`config.mk`:
```
export PLATFORM = sky130hd
export DESIGN_NAME = spi_debounce
export DESIGN_NICKNAME = d
export VERILOG_FILES = /design/src/rtl/spi_debounce.sv
export SDC_FILE = /design/constraint.sdc
export NUM_CORES = 1
export LEC_CHECK = 0
export CAP_MARGIN = 5
export CORE_AREA = 3 3 40 42
export DETAILED_ROUTE_END_ITERATION = 8
export DIE_AREA = 0 0 43 45
export SYNTH_ARGS = -nofsm -noshare
export SYNTH_HDL_FRONTEND = slang
export SYNTH_SLANG_ARGS = --single-unit
```
`constraint.sdc`:
```
create_clock -name clk -period 1.1 [get_ports clk]
set_input_delay 0.22 -clock clk [delete_from_list [all_inputs] [get_ports clk]]
set_output_delay 0.22 -clock clk [all_outputs]
set_load 0.03 [all_outputs]
```
`src/rtl/spi_debounce.sv`:
```
// Level debouncer: the output flips only once the older DEB_LEN-1 pipe taps all agree.
// Both the pipe and the output start at INIT so no spurious edge follows reset.
module spi_debounce #(
  parameter int unsigned DEB_LEN = 10,
  parameter logic        INIT    = 1'b0
) (
  input  logic clk,
  input  logic rst,
  input  logic din,
  output logic dout
);

  logic [DEB_LEN-1:0] pipe_q;

  always_ff @(posedge clk or posedge rst) begin
    if (rst) begin
      pipe_q <= {DEB_LEN{INIT}};
      dout   <= INIT;
    end else begin
      pipe_q <= {pipe_q[DEB_LEN-2:0], din};
      if (&pipe_q[DEB_LEN-1:1]) begin
        dout <= 1'b1;
      end else if (~|pipe_q[DEB_LEN-1:1]) begin
        dout <= 1'b0;
      end
    end
  end

endmodule

```
; Word level (Yosys, flattened, before mapping)
; Cells that the tools add are included.
[classes]
n_addsub = 0
mul = 0
div_mod_pow = 0
magnitude_cmp = 0
n_eq_ne = 1
shifts = 0
n_mux = 2
n_bitwise = 0
reduce_logical = 2
[ops]
columns = op, n
row1 = AND reduction 9 bit, 1
row2 = OR reduction 9 bit, 1
row3 = two-way mux 1 bit, 2
row4 = "!= test 2 bit, second input constant", 1
[totals]
ff_bits = 11
latchBits = 0
ram_bits = 0
rom_bits = 0
out_inout_bits = 1
wordCells = 7
memories = 0

; Depth between registers and ports, before layout
[logic_depth]
depth_word = 3
ltp_mapped = 3
ltp_nobuf = 3

; Least setup slack after synthesis
; No wires, ideal clock.
[synth_timing]
path_type = flip-flop to flip-flop
start = register dout (netlist name)
end = register dout
setup_ps = 121
arrival_ps = 884
t_required_ps = 979
slack_ps = 95
path_stages_with_launch = 3
path_buffers = 0
synth_period_minus_slack_ps = 1005
cell_sequence = dfrtp_1 > o21bai_1 > a22o_1
[synth_lines]
columns = element, line
row1 = end signal: assignment, 18  ; dout <= INIT;
row2 = end signal: assignment, 22  ; dout <= 1'b1;
row3 = end signal: assignment, 24  ; dout <= 1'b0;
row4 = end: declaration, 10  ; output logic dout

; Worst setup path in the final report
[layout_timing]
start = register dout
end = output port dout
; No word-level cell between the ends.

==> metrics <==
crit-path max FO=3; io pins=4; area leader, netlist=dfrtp_1; Initial Util=26.2%; top-count cell post-synth=dfrtp_1; Max Cap Viol=0; Pleak=0.166 nW; Most used DFF post-synth=dfrtp_1; Synth Instances=19; crit path DAT=0.85 ns; 1st-iter DRT viols=1; share of post-route cells with drive strength above 1=23.1%; WHS=0.236 ns; pwr/cell area=1770 nW/µm²; pin count of the biggest net entering global routing=12; Worst R2R Start=pipe_q[7]; Critical Path Max Stage Delay=about 0.40 ns; core area=1280 µm²; initial antenna violation count=0; YS warnings=0; flops & latches, synth=11; GRT Util Overall=between 7 and 8%; clock latency on the worst-skew pair=0.26 ns; first-pass GRT wire length=917 µm; beginning of the critical path=dout; synth cell count leaders=11 x dfrtp_1, 2 x nand4_1, 2 x nor4_2; # diodes=0; Crit-path slowest cell=dfrtp_1; clock net sink count=11; status=completed; area added between synthesis and finish=21.6%; Syn Area/Cell=17.7 µm²; Top Family by Delay on Critical Path=flip-flops; Seq/Total Area, Yosys=81.8%; top cell type's share of synthesized area=between 80% and 90%; routability congestion estimate from global placement=0.705; worst slew pin tran=0.403 ns; crit-path cells=buf_4; Die Area=~1900 µm²; std cell rows=13; Final ANT Viol Nets=0; Startpoint Class=flop; Reg2Reg Depth=3; Final Max Tran Viols=0; post-cts resize count=0; IR drop worst, VDD=0.590 mV; grt total ovfl=0; Setup violations, final=0; Final Hold Fails=0; Worst Path Buf+Inv=1; Post-CTS Setup Bufs=0; TritonCTS buffer count=3; skew final=0.00618 ns; Avg WL per Cell=12.7 µm; DR vias=182; TritonCTS clock tree=yes; Post-synth EDFFs=0; Setup crit end kind=output port; Vert. Die Dim=about 45 µm; vias in the first global route=211; HP Class=input pin to asynchronous set/reset pin; Fillers=133; setup TNS=0 ns; Worst Path Required=0.88 ns; Max clock buf depth=2; Worst-path clk slew=0.07 ns; Max Clock Freq=938 MHz; port bufs=3; largest cells by area after synthesis=dfrtp_1 82%, nor4_2 7.4%, nand4_1 3.7%; CTS H-tree lvls=1; Final period util=96.9%; unrepaired setup endpoints after global routing=true; # DRC=0; number of hold buffers added after cts=0; r2r setup slk=0.05 ns; mapped cell area=between 300 and 400 µm²; async set-reset flop share out of synthesis=100%; Rel. slew slack=73.1%; chip width=43 µm; min Tclk post-route=1.07 ns; final wirelength=between 500 and 600 µm; Netlist cell types=7; post-DR vias/cell=about 4.4; clock root buffer=clkbuf_4; Crit Path Category=flop to output port; reg2reg end=dout; final net count=30; 1st-pass router iterations=2; syn nets=22
## registers in the layout, summed over array words and instances (netlist names)
name and flops:
pipe_q 10, dout 1
## layer usage
metal / GRT usage [%] / routed length [µm] / up-vias
met3: 6.37 / 46 / 0
met5: 0 / 0 / -
met4: 1.81 / 0 / 0
met1: 7.89 / 207 / 94
met2: 9.88 / 266 / 8
li1: - / - / 80
## layout make-up
class / count / area, µm² / share of cell area, %
Clock buffer: 4 / 26.3 / 6.42
Inverter: 1 / 3.75 / 0.917
Multi-Input combinational cell: 7 / 57.6 / 14.1
Sequential cell: 11 / 275 / 67.3
Tap cell: 15 / 18.8 / 4.59
Timing Repair Buffer: 3 / 27.5 / 6.73
## worst max path at each step
stage | slack (ns) | to | depth (start not counted)
floorplan | 0.09 | dout | 2
global placement | 0.08 | dout | 3
detailed placement | 0.04 | dout | 3
CTS | 0.02 | dout | 1
global route | -0.05 | dout | 3
finish | 0.03 | dout | 1
## cell families after synthesis
family                 after synthesis  synth area share (%)
flip-flops                          11                  81.8
AND/OR/NAND/NOR                      5                  12.3
AO/OA/AOI/OAI                        2                  4.83
buffers and inverters                1                  1.11
## cells in the final DEF (no fill, tap or decap), drive strengths merged
cell and instances:
o21bai 1, nand2 1, inv 1, nand4 2, clkdlybuf4s50 2, nor4 2
buf 1, a22o 1, dfrtp 11, clkbuf 4
## where the power goes
| part | internal, W | total (W) | switching [W] |
|---|---|---|---|
| Sequential | 0.000423 | 0.000439 | 0.0000157 |
| Combinational | 0.00000928 | 0.0000190 | 0.00000968 |
| Clock | 0.000140 | 0.000264 | 0.000124 |
## through the flow
stage / setup slack, ns / cell area, µm² / util (%) / power, W / cells
global placement: 0.0798 / 383 / 29.8 / 0.000463 / 37
CTS: 0.0224 / 409 / 31.8 / 0.000736 / 41
global route: -0.0528 / 409 / 31.8 / 0.000760 / 41
detailed placement: 0.0425 / 383 / 29.8 / 0.000466 / 37
floorplan: 0.0948 / 337 / - / 0.000453 / 19
finish: 0.0344 / 409 / 31.8 / 0.000722 / 41
Note: power is estimated with default switching activity, not from simulation.
